**src/rtl/pc_fetch_unit_pkg.sv**
```systemverilog
// Shared definitions for the PC fetch unit.
// Holds the FSM state encoding, the NOP instruction word, the default
// reset PC and a small alignment helper used by the next-PC selector.
package pc_fetch_unit_pkg;

  // FETCH: request outstanding; HOLD: instruction presented to decode;
  // TRAP: misaligned redirect seen, fetching stopped until reset.
  typedef enum logic [1:0] {
    FETCH = 2'd0,
    HOLD  = 2'd1,
    TRAP  = 2'd2
  } fetch_state_e;

  // RISC-V canonical NOP (addi x0, x0, 0).
  localparam logic [31:0] NOP_INSTR        = 32'h0000_0013;
  localparam logic [31:0] DEFAULT_RESET_PC = 32'h0000_0000;

  // A 32-bit instruction address must be word aligned.
  function automatic logic addr_misaligned(input logic [31:0] addr);
    return (addr[1:0] != 2'b00);
  endfunction

endpackage : pc_fetch_unit_pkg

```
**src/rtl/pc_fetch_unit_next_pc_sel.sv**
```systemverilog
// Next-PC selector for the fetch unit.
// Ports:
//   pc         - current program counter
//   target     - redirect address for the retiring instruction
//   redirect   - branch taken or jump at retire
//   next_pc    - target when redirecting, else pc+4 (wraps at 2^32)
//   misaligned - redirect requested to a non word-aligned target
module next_pc_sel
  import pc_fetch_unit_pkg::*;
(
  input  logic [31:0] pc,
  input  logic [31:0] target,
  input  logic        redirect,
  output logic [31:0] next_pc,
  output logic        misaligned
);

  logic [31:0] seq_pc_s;

  assign seq_pc_s = pc + 32'd4;

  // Select the sequential or redirect address and flag bad redirects.
  always_comb begin
    next_pc    = seq_pc_s;
    misaligned = 1'b0;
    if (redirect) begin
      next_pc    = target;
      misaligned = addr_misaligned(target);
    end else begin
      next_pc    = seq_pc_s;
      misaligned = 1'b0;
    end
  end

endmodule : next_pc_sel

```
**src/rtl/pc_fetch_unit.sv**
```systemverilog
// PC fetch unit: issues one instruction-memory request at a time, holds
// the returned word for decode until it retires, then advances the PC
// sequentially or to a branch/jump target. A misaligned redirect parks
// the unit in TRAP with a sticky error flag until reset.
// Ports:
//   clk, rst_n     - clock (rising edge), asynchronous active-low reset
//   stall          - downstream cannot retire the held instruction
//   branch_taken   - branch decision, sampled at retire only
//   jump           - unconditional redirect, sampled at retire only
//   target_addr    - redirect address, sampled at retire only
//   imem_ack       - memory returns imem_rdata this cycle
//   imem_rdata     - instruction word
//   imem_req       - fetch request (FETCH state only)
//   imem_addr      - fetch address (= pc)
//   instr          - held instruction
//   instr_valid    - instr/pc valid for decode (HOLD state)
//   pc, pc_plus4   - current PC and its sequential successor
//   misaligned_err - sticky misaligned-redirect flag
module pc_fetch_unit
  import pc_fetch_unit_pkg::*;
#(
  parameter logic [31:0] RESET_PC = DEFAULT_RESET_PC
) (
  input  logic        clk,
  input  logic        rst_n,
  input  logic        stall,
  input  logic        branch_taken,
  input  logic        jump,
  input  logic [31:0] target_addr,
  input  logic        imem_ack,
  input  logic [31:0] imem_rdata,
  output logic        imem_req,
  output logic [31:0] imem_addr,
  output logic [31:0] instr,
  output logic        instr_valid,
  output logic [31:0] pc,
  output logic [31:0] pc_plus4,
  output logic        misaligned_err
);

  fetch_state_e state_r;
  logic [31:0]  pc_r;
  logic [31:0]  instr_r;
  logic         instr_valid_r;
  logic         misaligned_err_r;

  logic         redirect_s;
  logic [31:0]  next_pc_s;
  logic         next_misaligned_s;

  assign redirect_s = branch_taken | jump;

  next_pc_sel u_next_pc_sel (
    .pc         (pc_r),
    .target     (target_addr),
    .redirect   (redirect_s),
    .next_pc    (next_pc_s),
    .misaligned (next_misaligned_s)
  );

  // Fetch FSM: request, hold for decode, retire or trap.
  always_ff @(posedge clk or negedge rst_n) begin
    if (!rst_n) begin
      state_r          <= FETCH;
      pc_r             <= RESET_PC;
      instr_r          <= NOP_INSTR;
      instr_valid_r    <= 1'b0;
      misaligned_err_r <= 1'b0;
    end else begin
      case (state_r)
        FETCH: begin
          if (imem_ack) begin
            instr_r       <= imem_rdata;
            instr_valid_r <= 1'b1;
            state_r       <= HOLD;
          end else begin
            state_r       <= FETCH;
          end
        end
        HOLD: begin
          // Redirect inputs only matter on the retire cycle (stall=0).
          if (!stall) begin
            instr_valid_r <= 1'b0;
            if (next_misaligned_s) begin
              misaligned_err_r <= 1'b1;
              state_r          <= TRAP;
            end else begin
              pc_r    <= next_pc_s;
              state_r <= FETCH;
            end
          end else begin
            state_r <= HOLD;
          end
        end
        TRAP: begin
          instr_valid_r    <= 1'b0;
          misaligned_err_r <= 1'b1;
          state_r          <= TRAP;
        end
        default: begin
          // Unreachable encoding: stop fetching rather than run wild.
          instr_valid_r <= 1'b0;
          state_r       <= TRAP;
        end
      endcase
    end
  end

  // Request is gated by rst_n so it drops the moment reset asserts and
  // rises in the very first cycle after release.
  assign imem_req       = rst_n & (state_r == FETCH);
  assign imem_addr      = pc_r;
  assign instr          = instr_r;
  assign instr_valid    = instr_valid_r;
  assign pc             = pc_r;
  assign pc_plus4       = pc_r + 32'd4;
  assign misaligned_err = misaligned_err_r;

endmodule : pc_fetch_unit

```
**config.mk**
```make
export PLATFORM = sky130hd
export DESIGN_NAME = pc_fetch_unit
export DESIGN_NICKNAME = d
export VERILOG_FILES = /design/src/rtl/pc_fetch_unit_pkg.sv /design/src/rtl/pc_fetch_unit_next_pc_sel.sv /design/src/rtl/pc_fetch_unit.sv
export SDC_FILE = /design/constraint.sdc
export NUM_CORES = 1
export LEC_CHECK = 0
export BUFFER_PORTS_ARGS = -buffer_cell sky130_fd_sc_hd__buf_2
export CORE_MARGIN = 2
export CORE_UTILIZATION = 50
export DETAILED_ROUTE_END_ITERATION = 12
export HOLD_SLACK_MARGIN = 0.08
export PLACE_DENSITY = 0.87
export SYNTH_ARGS = -nofsm -noshare
export SYNTH_HDL_FRONTEND = slang
export SYNTH_SLANG_ARGS = --single-unit
```
**constraint.sdc**
```tcl
create_clock -name clk -period 6.01 [get_ports clk]
set_clock_uncertainty 0.2 [all_clocks]
set_input_delay 0.9015 -clock clk [delete_from_list [all_inputs] [get_ports clk]]
set_output_delay 0.9015 -clock clk [all_outputs]
set_load 0.01 [all_outputs]
```
==> results of run 1 <==
[worst max-delay path, delay by kind of cell, from the launching register on]
kind	cells	cell delay [ns]
AND/OR/NAND/NOR	4	1.66
XOR/XNOR	1	0.20
buffers and inverters	1	0.15
flip-flops	1	0.52
[cells by family (layout without fill, tap and decap cells)]
family	count (synthesis)	in the layout	share of synthesized area (%)
and+or+nand+nor	136	136	19.3
buffers and inverters	64	221	9.90
xor gates and xnor gates	28	28	6.28
other	0	1	0
DFF	68	68	43.7
AOI/OAI and AO/OA	62	62	10.9
muxes	34	34	9.74
adders and majority gates	1	1	0.320
[worst min path at each step]
| stage | startpoint | endpoint | slack [ns] | cells past startpoint |
|---|---|---|---|---|
| floorplan | misaligned_err$_DFFE_PN0P_ | misaligned_err$_DFFE_PN0P_ | 0.31 | 1 |
| global placement | misaligned_err$_DFFE_PN0P_ | misaligned_err$_DFFE_PN0P_ | 0.27 | 1 |
| detailed placement | misaligned_err$_DFFE_PN0P_ | misaligned_err$_DFFE_PN0P_ | 0.28 | 1 |
| CTS | instr[28]$_DFFE_PN0P_ | instr[28]$_DFFE_PN0P_ | 0.31 | 1 |
| global route | instr[16]$_DFFE_PN0P_ | instr[16]$_DFFE_PN0P_ | 0.32 | 1 |
| finish | misaligned_err$_DFFE_PN0P_ | misaligned_err$_DFFE_PN0P_ | 0.31 | 1 |
[Yosys cell counts (2+ instances only)]
library cell,n
a21oi_1,7
a221o_1,5
a22o_1,2
a22oi_1,9
a31oi_1,3
and2_1,2
and3_1,4
buf_2,11
buf_4,35
clkbuf_1,14
dfrtp_1,65
dfstp_2,3
inv_1,3
mux2_2,32
mux2i_1,2
nand2_1,32
nand3_1,26
nand3_2,2
nand4_1,8
nand4_2,2
nor2_1,21
nor2b_1,2
nor3_1,9
nor3b_1,6
o211ai_1,5
o21ai_0,19
o221ai_1,2
o311ai_0,4
o311ai_1,2
or2_2,2
or3_1,10
xnor2_1,19
xor2_1,9
[layout make-up]
cell class	count	area, um^2	share of cell area (%)
multi-input cells	261	1820	37.0
flip-flops and latches	68	1710	34.6
repair buffers	202	1020	20.6
clock buffers	10	128	2.59
well taps	102	128	2.59
clock inverters	6	113	2.29
inverters	3	11.3	0.229
diodes	1	2.50	0.0508
[layer usage]
layer	wire length (um)	part of all wire (%)	global-route usage, %
met1	4390	39	32.5
met2	5570	50	43.0
met3	960	8.6	4.31
met4	226	2.0	11.6
met5	0	0	0
[state kept, by name (all words and copies together), names as in the netlist]
signal,count
instr_valid,1
imem_addr,32
instr,32
misaligned_err,1
state_r,2
[per-stage QoR]
step           worst slack (ns)  instance area [um^2]  hold slack [ns]  power, uW
2_1_floorplan              3.22                  3910            0.310       1560
3_3_place_gp               2.58                  4680            0.265       1880
3_5_place_dp               2.45                  4680            0.278       1930
4_1_cts                    2.07                  4920            0.308       2380
5_1_grt                    1.85                  4920            0.319       2520
6_report                   2.04                  4920            0.308       2370
[power breakdown]
| group | leakage (uW) | total [uW] | switching (uW) | internal [uW] |
|---|---|---|---|---|
| combinational | 0.00142 | 986 | 496 | 490 |
| clock | 0.000120 | 451 | 174 | 277 |
| sequential | 0.000805 | 931 | 267 | 664 |
==> impl_metrics.env, run 1 <==
export IMPL_run_status="complete, no violations"
export IMPL_rsz0062_at_grt="no"
export IMPL_ant_nets=0
export IMPL_final_max_slew_violation_count=0
export IMPL_p_per_area_mw_per_mm2=481
export IMPL_yosysTopAreaCell="dfrtp_1"
export IMPL_grt_pass1_wl_um=17200
export IMPL_grt_pass1_vias=3461
export IMPL_grt_overflow=0
export IMPL_wl_um=11100
export IMPL_path_class="register to primary output"
export IMPL_crit_chain="nand4_2 -> nor4_2 -> and2_1 -> nand4_1 -> xnor2_1 -> buf_2"
export IMPL_wl_per_cell_um=17.1
export IMPL_area_growth_pct=26.1
export IMPL_r2r_slack_ns=2.94
export IMPL_synthFlopType="dfrtp_1"
export IMPL_syn_nets=464
export IMPL_cap_violations=0
export IMPL_cp_endpoint="pc_plus4[31]"
export IMPL_route_detailed_drc=0
export IMPL_r2r_end="imem_addr[16]$_DFFE_PN0P_"
export IMPL_dp_cells=636
export IMPL_yosys_top_cells_area="dfrtp_1, mux2_2, buf_4, xnor2_1, nand3_1"
export IMPL_synth_cell_type_count=49
export IMPL_ys_warn_count=0
export IMPL_setup_violations=0
export IMPL_max_slew_margin_pct=22.3
export IMPL_cp_required_ns=4.91
export IMPL_clkSinkCount=68
export IMPL_final_common_cell="buf_2"
export IMPL_die_w_um=92.4
export IMPL_clk_latency_ns=0.33
export IMPL_slowest_delay_ns=0.85
export IMPL_ys_seq_area_share_pct=43.7
export IMPL_vias=3633
export IMPL_leakage_uw=0.00234
export IMPL_viasPerCell=5.56
export IMPL_ioPinCount=201
export IMPL_initial_core_util_pct=51.1
export IMPL_fin_cells=653
export IMPL_setup_tns_ns=0
export IMPL_ys_async_sr_fraction_pct=100
export IMPL_cp_max_fo=11
export IMPL_fmaxAchievable_mhz=252
export IMPL_rows=32
export IMPL_synth_edff_count=0
export IMPL_dieHeight_um=92.4
export IMPL_clk_pin_slew_ns=0.08
export IMPL_cts_setup_buffers=0
export IMPL_rr_worst_depth=5
export IMPL_slowest_stage="nor4_2"
export IMPL_die_area_mm2=0.00854
export IMPL_fin_util_pct=64.4
export IMPL_reg2reg_from="state_r[1]$_DFF_PN0_"
export IMPL_dr_first_iter_drc_count=165
export IMPL_period_share_pct=66.1
export IMPL_first_pass_iters=5
export IMPL_syn_area_mm2=0.00391
export IMPL_finalHoldViolCount=0
export IMPL_clockBufferDepth=2
export IMPL_core_mm2=0.00765
export IMPL_clk_root_buffer_cell="clkbuf_8"
export IMPL_cts_buffers=9
export IMPL_synth_top_area_share_pct=41.6
export IMPL_hold_path_class="register to register"
export IMPL_start_kind="register"
export IMPL_fin_crit_ns=3.97
export IMPL_placement_io_buffers=200
export IMPL_finalNetCount=616
export IMPL_mostFrequentLayoutCells="buf_2, dfrtp_1, nand2_1, mux2_2, nand3_1"
export IMPL_cp_arrival_ns=2.87
export IMPL_drive_gt1_share_pct=48.2
export IMPL_cp_startpoint="imem_addr[4]$_DFFE_PN0P_"
export IMPL_grt_max_degree=69
export IMPL_tightestPinTransition_ns=1.16
export IMPL_tritoncts="done"
export IMPL_synth_cells=393
export IMPL_gp_congestion=0.846
export IMPL_globalRouteTotalUtil_pct=25.6
export IMPL_post_cts_resize_count=0
export IMPL_vdd_drop_max_mv=0.200
export IMPL_synth_seq_cells=68
export IMPL_synth_avg_cell_area_um2=9.94
export IMPL_ctsHoldBuffers=0
export IMPL_htree_levels=3
export IMPL_fillers=666
export IMPL_dp_hpwl_um=8020
export IMPL_antenna_found_initial=1
export IMPL_setup_worst_path_end_class="primary output"
Power figures use the tool's default switching activity.
==> run 2, diff against run 1 <==
--- a/config.mk
+++ b/config.mk
@@ -5,12 +5,13 @@
 export SDC_FILE = /design/constraint.sdc
 export NUM_CORES = 1
 export LEC_CHECK = 0
+export ABC_AREA = 1
 export BUFFER_PORTS_ARGS = -buffer_cell sky130_fd_sc_hd__buf_2
 export CORE_MARGIN = 2
-export CORE_UTILIZATION = 50
+export CORE_UTILIZATION = 42
 export DETAILED_ROUTE_END_ITERATION = 12
 export HOLD_SLACK_MARGIN = 0.08
-export PLACE_DENSITY = 0.87
+export PLACE_DENSITY = 0.77
 export SYNTH_ARGS = -nofsm -noshare
 export SYNTH_HDL_FRONTEND = slang
 export SYNTH_SLANG_ARGS = --single-unit
==> constraint.sdc (replaced) <==
create_clock -name clk -period 3.2 [get_ports clk]
set_clock_uncertainty 0.2 [all_clocks]
set_input_delay 0.48 -clock clk [delete_from_list [all_inputs] [get_ports clk]]
set_output_delay 0.48 -clock clk [all_outputs]
set_load 0.01 [all_outputs]
==> run 2 against run 1 <==
Synthesized area increased by 5.1%. Die area is 24% higher. Sequential cell count stayed put. Critical endpoint is now pc_plus4[22]. Highest routed layer unchanged. Largest power group is now registers. Final area increased by 5.7%. Combinational power shrank 89%. Sequential share of layout area decreased by 1.9 points. Register-to-register slack worse by 1.8 ns. Cell count grew 24%. First-iteration DRC count decreased by 42%.
==> impl_metrics.env, run 2 <==
export IMPL_finalHoldViolCount=0
export IMPL_core_mm2=0.00964
export IMPL_vias=3749
export IMPL_grt_max_degree=69
export IMPL_grt_overflow=0
export IMPL_synthAdderAreaFrac_pct=0.305
export IMPL_synth_top_family_by_area="simple AND/OR/NAND/NOR gates"
export IMPL_die_w_um=103
export IMPL_wl_um=11000
export IMPL_cts_buffers=9
export IMPL_rsz0062_at_grt="no"
export IMPL_synthSimpleGateAreaFrac_pct=29.5
export IMPL_grt_pass1_wl_um=17300
export IMPL_synth_edff_count=0
export IMPL_ioPinCount=201
export IMPL_setup_worst_path_end_class="primary output"
export IMPL_setup_violations=0
export IMPL_path_class="register to primary output"
export IMPL_htree_levels=3
export IMPL_dr_first_iter_drc_count=95
export IMPL_clk_root_buffer_cell="clkbuf_8"
export IMPL_tritoncts="done"
export IMPL_ys_async_sr_fraction_pct=100
export IMPL_cp_max_fo=6
export IMPL_period_share_pct=82.7
export IMPL_clk_latency_ns=0.34
export IMPL_slowest_stage="dfrtp_1"
export IMPL_yosysTopAreaCell="dfrtp_1"
export IMPL_cap_violations=0
export IMPL_ant_nets=0
export IMPL_globalRouteTotalUtil_pct=21.1
export IMPL_drive_gt1_share_pct=42.7
export IMPL_synthFlopType="dfrtp_1"
export IMPL_cp_required_ns=2.52
export IMPL_ys_seq_area_share_pct=41.6
export IMPL_route_detailed_drc=0
export IMPL_synth_cell_type_count=32
export IMPL_synth_xor_xnor_area_share_pct=4.30
export IMPL_syn_nets=570
export IMPL_fin_cells=808
export IMPL_cp_num_buf_inv=1
export IMPL_leakage_uw=0.00313
export IMPL_antenna_found_initial=0
export IMPL_run_status="complete, no violations"
export IMPL_synth_mux_area_share_pct=8.78
export IMPL_synth_seq_cells=68
export IMPL_post_cts_resize_count=0
export IMPL_synth_cells=499
export IMPL_wl_per_cell_um=13.7
export IMPL_clkSinkCount=68
export IMPL_synthTopCellsByCount="nand2_1, dfrtp_1, inv_1"
export IMPL_start_kind="register"
export IMPL_dp_cells=792
export IMPL_area_growth_pct=26.8
export IMPL_dieHeight_um=103
export IMPL_grt_pass1_vias=3670
export IMPL_max_slew_margin_pct=41.3
export IMPL_fmaxAchievable_mhz=378
export IMPL_ctsHoldBuffers=0
export IMPL_crit_chain="ha_1 -> nand2_2 -> nor2_4 -> nand2_4 -> nor2_4 -> nand3_1 -> and2_1 -> buf_2"
export IMPL_mostFrequentLayoutCells="buf_2, nand2_1, dfrtp_1"
export IMPL_dp_hpwl_um=8500
export IMPL_yosys_top_cells_area="dfrtp_1, nand2_1, mux2_2, buf_4, inv_1"
export IMPL_rows=36
export IMPL_synth_avg_cell_area_um2=8.22
export IMPL_final_max_slew_violation_count=0
export IMPL_clockBufferDepth=2
export IMPL_initial_core_util_pct=42.6
export IMPL_ys_warn_count=0
export IMPL_tightestPinTransition_ns=0.880
export IMPL_synth_compound_area_share_pct=3.05
export IMPL_fin_crit_ns=2.65
export IMPL_synth_most_common_cell="nand2_1"
export IMPL_fin_util_pct=54.0
export IMPL_syn_area_mm2=0.00410
export IMPL_setup_tns_ns=0
export IMPL_hold_path_class="input pin to register"
export IMPL_p_per_area_mw_per_mm2=351
export IMPL_placement_io_buffers=200
export IMPL_path_delay_family="simple AND/OR/NAND/NOR gates"
export IMPL_synth_top_area_share_pct=39.6
export IMPL_first_pass_iters=4
export IMPL_gp_congestion=0.861
export IMPL_cp_common_cell="nor2_4"
export IMPL_finalNetCount=741
export IMPL_final_common_cell="buf_2"
export IMPL_die_area_mm2=0.0106
export IMPL_viasPerCell=4.64
export IMPL_dp_slack_ns=0.921
export IMPL_slowest_delay_ns=0.44
export IMPL_clk_pin_slew_ns=0.08
export IMPL_vdd_drop_max_mv=0.269
export IMPL_n_antenna_cell=0
export IMPL_fin_ws_ns=0.552
export IMPL_cts_setup_buffers=0
export IMPL_cp_arrival_ns=1.97
-- run 2: where the power goes --
part | total, uW | switching, uW | internal (uW)
sequential | 878 | 12.9 | 865
combinational | 113 | 60.6 | 52.2
clock | 837 | 368 | 469
-- run 2: metal layers --
layer	part of all wire [%]	routed length, um	track usage [%]	vias to the layer above
met4	2.1	235	6.98	0
li1	-	-	-	1851
met1	44	4810	27.3	1729
met2	46	5130	34.3	151
met3	7.7	852	5.97	18
met5	0	0	0	-
-- run 2: through the flow --
step	power [uW]	hold WS [ns]	area [um^2]
2_1_floorplan	932	-0.0156	4100
3_3_place_gp	1010	0.258	4970
3_5_place_dp	1010	0.263	4970
4_1_cts	1850	0.132	5200
5_1_grt	1900	0.140	5200
6_report	1830	0.150	5200
-- run 2: area by class of cell --
class / instances / area [um^2]
clock buffer: 10 / 138
clock inverter: 6 / 95.1
fill: 943 / 4440
inverter: 51 / 191
multi-input combinational: 337 / 1880
sequential: 68 / 1710
tap: 133 / 166
timing repair buffer: 203 / 1020
-- run 2: logic make-up after synthesis --
group,count (synthesis)
muxes,32
DFF,68
and+or+nand+nor,268
AOI/OAI and AO/OA,21
buffers and inverters,94
xor gates and xnor gates,15
adders and majority gates,1
-- run 2: path summary, 6_finish.rpt --
kind                                            start                    endpoint  slack (ns)  cells past startpoint
max reg2reg                      state_r[0]$_DFF_PN0_    imem_addr[6]$_DFFE_PN0P_        1.15                      7
min reg2reg                misaligned_err$_DFFE_PN0P_  misaligned_err$_DFFE_PN0P_        0.29                      2
min                                    target_addr[3]    imem_addr[3]$_DFFE_PN0P_        0.15                      3
min in group asynchronous                       rst_n       instr[26]$_DFFE_PN0P_        0.16                      2
max in group asynchronous                       rst_n        instr[6]$_DFFE_PN0P_        2.07                      2
max                          imem_addr[3]$_DFFE_PN0P_                pc_plus4[22]        0.55                      8
-- run 2: worst reg2reg max path, stage by stage (launching register included) --
cell,delay [ns]
dfrtp_1,0.46
nand2_2,0.13
nor2_4,0.05
nand2_1,0.15
clkinv_1,0.41
buf_4,0.36
nand2_1,0.09
nand3_1,0.08
==> run 3, diff against run 2 <==
==> constraint.sdc (replaced) <==
create_clock -name clk -period 2.3 [get_ports clk]
set_clock_uncertainty 0.2 [all_clocks]
set_input_delay 0.345 -clock clk [delete_from_list [all_inputs] [get_ports clk]]
set_output_delay 0.345 -clock clk [all_outputs]
set_load 0.01 [all_outputs]
==> run 3 against run 2 <==
Power rose by 40%. Largest cell class unchanged. Worst setup slack worse by 0.64 ns. Critical path depth stayed put. Routed wire length is 19% higher. Highest routed layer unchanged. Non-clock buffer count up 87. Critical path type unchanged. Sequential power rose by 39%. Sequential cell count is the same. Clock power is 29% higher. Worst hold slack got worse by 0.051 ns. Utilization up 10 points. The run now ends with setup timing left. Clock-buffer cell count did not move. Cell count rose by 11%.
==> impl_metrics.env, run 3 (synthesized netlist as in run 2, its figures left out) <==
export IMPL_worstHoldEndpoint="imem_addr[31]$_DFFE_PN0P_"
export IMPL_r2r_slack_ns=0.42
export IMPL_dp_hpwl_um=8590
export IMPL_cts_buffers=9
export IMPL_wl_um=13200
export IMPL_tightestPinTransition_ns=0.876
export IMPL_clk_root_buffer_cell="clkbuf_8"
export IMPL_finalNetCount=828
export IMPL_fin_ws_ns=-0.0896
export IMPL_total_power_uw=2550
export IMPL_leakage_uw=0.00357
export IMPL_drive_gt1_share_pct=47.8
export IMPL_crit_chain="ha_4 -> nand2_4 -> nor2_4 -> nand2_4 -> nor2_4 -> buf_6 -> xor2_2 -> buf_2"
export IMPL_clk_latency_ns=0.35
export IMPL_tritoncts="done"
export IMPL_cap_violations=0
export IMPL_gp_congestion=0.884
export IMPL_fillers=777
export IMPL_grt_overflow=0
export IMPL_cp_arrival_ns=1.84
export IMPL_first_pass_iters=6
export IMPL_multi_input_area_mm2=0.00203
export IMPL_clk_pin_slew_ns=0.08
export IMPL_rsz0062_at_grt="yes"
export IMPL_fin_crit_ns=2.39
export IMPL_fmaxAchievable_mhz=418
export IMPL_dieHeight_um=103
export IMPL_mostFrequentLayoutCells="buf_2, nand2_1, dlygate4sd3_1"
export IMPL_final_max_slew_violation_count=0
export IMPL_hold_path_startpoint="target_addr[31]"
export IMPL_final_area_mm2=0.00619
export IMPL_path_class="register to primary output"
export IMPL_max_slew_margin_pct=41.6
export IMPL_slowest_delay_ns=0.43
export IMPL_clockBufferDepth=2
export IMPL_hold_path_class="input pin to register"
export IMPL_dpl_cell_area_mm2=0.00502
export IMPL_globalRouteTotalUtil_pct=24.6
export IMPL_hold_depth=5
export IMPL_dp_slack_ns=0.140
export IMPL_ioPinCount=201
export IMPL_final_common_cell="buf_2"
export IMPL_core_mm2=0.00964
export IMPL_viasPerCell=4.69
export IMPL_setup_tns_ns=-0.428
export IMPL_run_status="finished with violations"
export IMPL_cp_required_ns=1.75
export IMPL_p_per_area_mw_per_mm2=413
export IMPL_dr_first_iter_drc_count=132
export IMPL_wl_per_cell_um=14.7
export IMPL_grt_pass1_vias=4121
export IMPL_placement_io_buffers=200
export IMPL_route_detailed_drc=0
export IMPL_rr_worst_depth=9
export IMPL_vias=4199
export IMPL_start_kind="register"
export IMPL_grt_pass1_wl_um=19800
export IMPL_violations="setup timing"
export IMPL_setup_worst_path_end_class="primary output"
export IMPL_cp_max_fo=5
export IMPL_area_growth_pct=50.8
export IMPL_reg2reg_from="state_r[1]$_DFF_PN0_"
export IMPL_path_delay_family="simple AND/OR/NAND/NOR gates"
export IMPL_rows=36
export IMPL_vdd_drop_max_mv=0.363
export IMPL_r2r_end="imem_addr[4]$_DFFE_PN0P_"
export IMPL_finalHoldViolCount=0
export IMPL_die_w_um=103
export IMPL_antenna_found_initial=0
export IMPL_fin_util_pct=64.2
export IMPL_seq_area_mm2=0.00173
export IMPL_grt_max_degree=69
export IMPL_initial_core_util_pct=42.6
export IMPL_ant_nets=0
export IMPL_n_antenna_cell=0
export IMPL_cp_num_buf_inv=2
export IMPL_htree_levels=3
export IMPL_slowest_stage="dfrtp_1"
export IMPL_period_share_pct=104
export IMPL_setup_violations=8
export IMPL_die_area_mm2=0.0106
export IMPL_clkSinkCount=68
-- run 3: changes by cell type in the layout (fill, tap and decap cells not counted), moves of 6 or more --
cell	change
dlygate4sd3_1	+56
buf_4	+27
dfrtp_1	-18
dfrtp_2	+18
buf_6	+8
nand2_1	-8
nor2_1	-8
nand2_2	+6
-- run 3: worst max path at each step --
stage,to,startpoint,cells past startpoint,slack (ns)
6_report,pc_plus4[18],imem_addr[2]$_DFFE_PN0P_,8,-0.09
5_1_grt,pc_plus4[28],imem_addr[2]$_DFFE_PN0P_,9,-0.20
4_1_cts,pc_plus4[22],imem_addr[2]$_DFFE_PN0P_,9,-0.08
3_5_place_dp,pc_plus4[22],imem_addr[2]$_DFFE_PN0P_,8,0.14
3_3_place_gp,pc_plus4[22],imem_addr[3]$_DFFE_PN0P_,8,0.21
2_1_floorplan,pc_plus4[22],imem_addr[3]$_DFFE_PN0P_,7,0.32
-- run 3: worst reg2reg max path, delay by kind of cell, from the launching register on --
| kind | cells | cell delay (ns) |
|---|---|---|
| and+or+nand+nor | 5 | 0.50 |
| buffers and inverters | 3 | 0.47 |
| AOI/OAI and AO/OA | 1 | 0.18 |
| DFF | 1 | 0.44 |
-- run 3: cell type report --
cell class              instances  share of cell area [%]
clock buffers                  10                    2.22
repair buffers                290                    30.0
inverters                      51                    3.13
multi-input cells             337                    32.9
clock inverters                 6                    1.15
flip-flops and latches         68                    27.9
well taps                     133                    2.69
-- run 3: through the flow --
stage	instances	hold slack (ns)
2_1_floorplan	499	-0.151
3_3_place_gp	798	0.257
3_5_place_dp	798	0.260
4_1_cts	880	0.0807
5_1_grt	895	0.0933
6_report	895	0.0984
-- run 3: timing repair --
action | in CTS | in global routing
buffers inserted | 10 | 15
hold endpoints to repair | 120 | 0
gates resized for setup | 25 | 37
endpoints found under the setup margin | 23 | 25
pin swaps | 12 | 14
hold buffers | 56 | 0
gates cloned | 0 | 0
-- run 3: routing by layer --
metal	global-route usage [%]	vias up	share of wire, %
met1	29.9	1984	41
met2	41.0	172	50
met4	10.1	0	2.1
met5	0	-	0
li1	-	2021	-
met3	7.25	22	7.2
-- run 3: power breakdown --
group | switching [uW] | total (uW) | internal (uW)
logic | 110 | 255 | 145
clock network | 537 | 1080 | 542
registers | 15.0 | 1220 | 1200
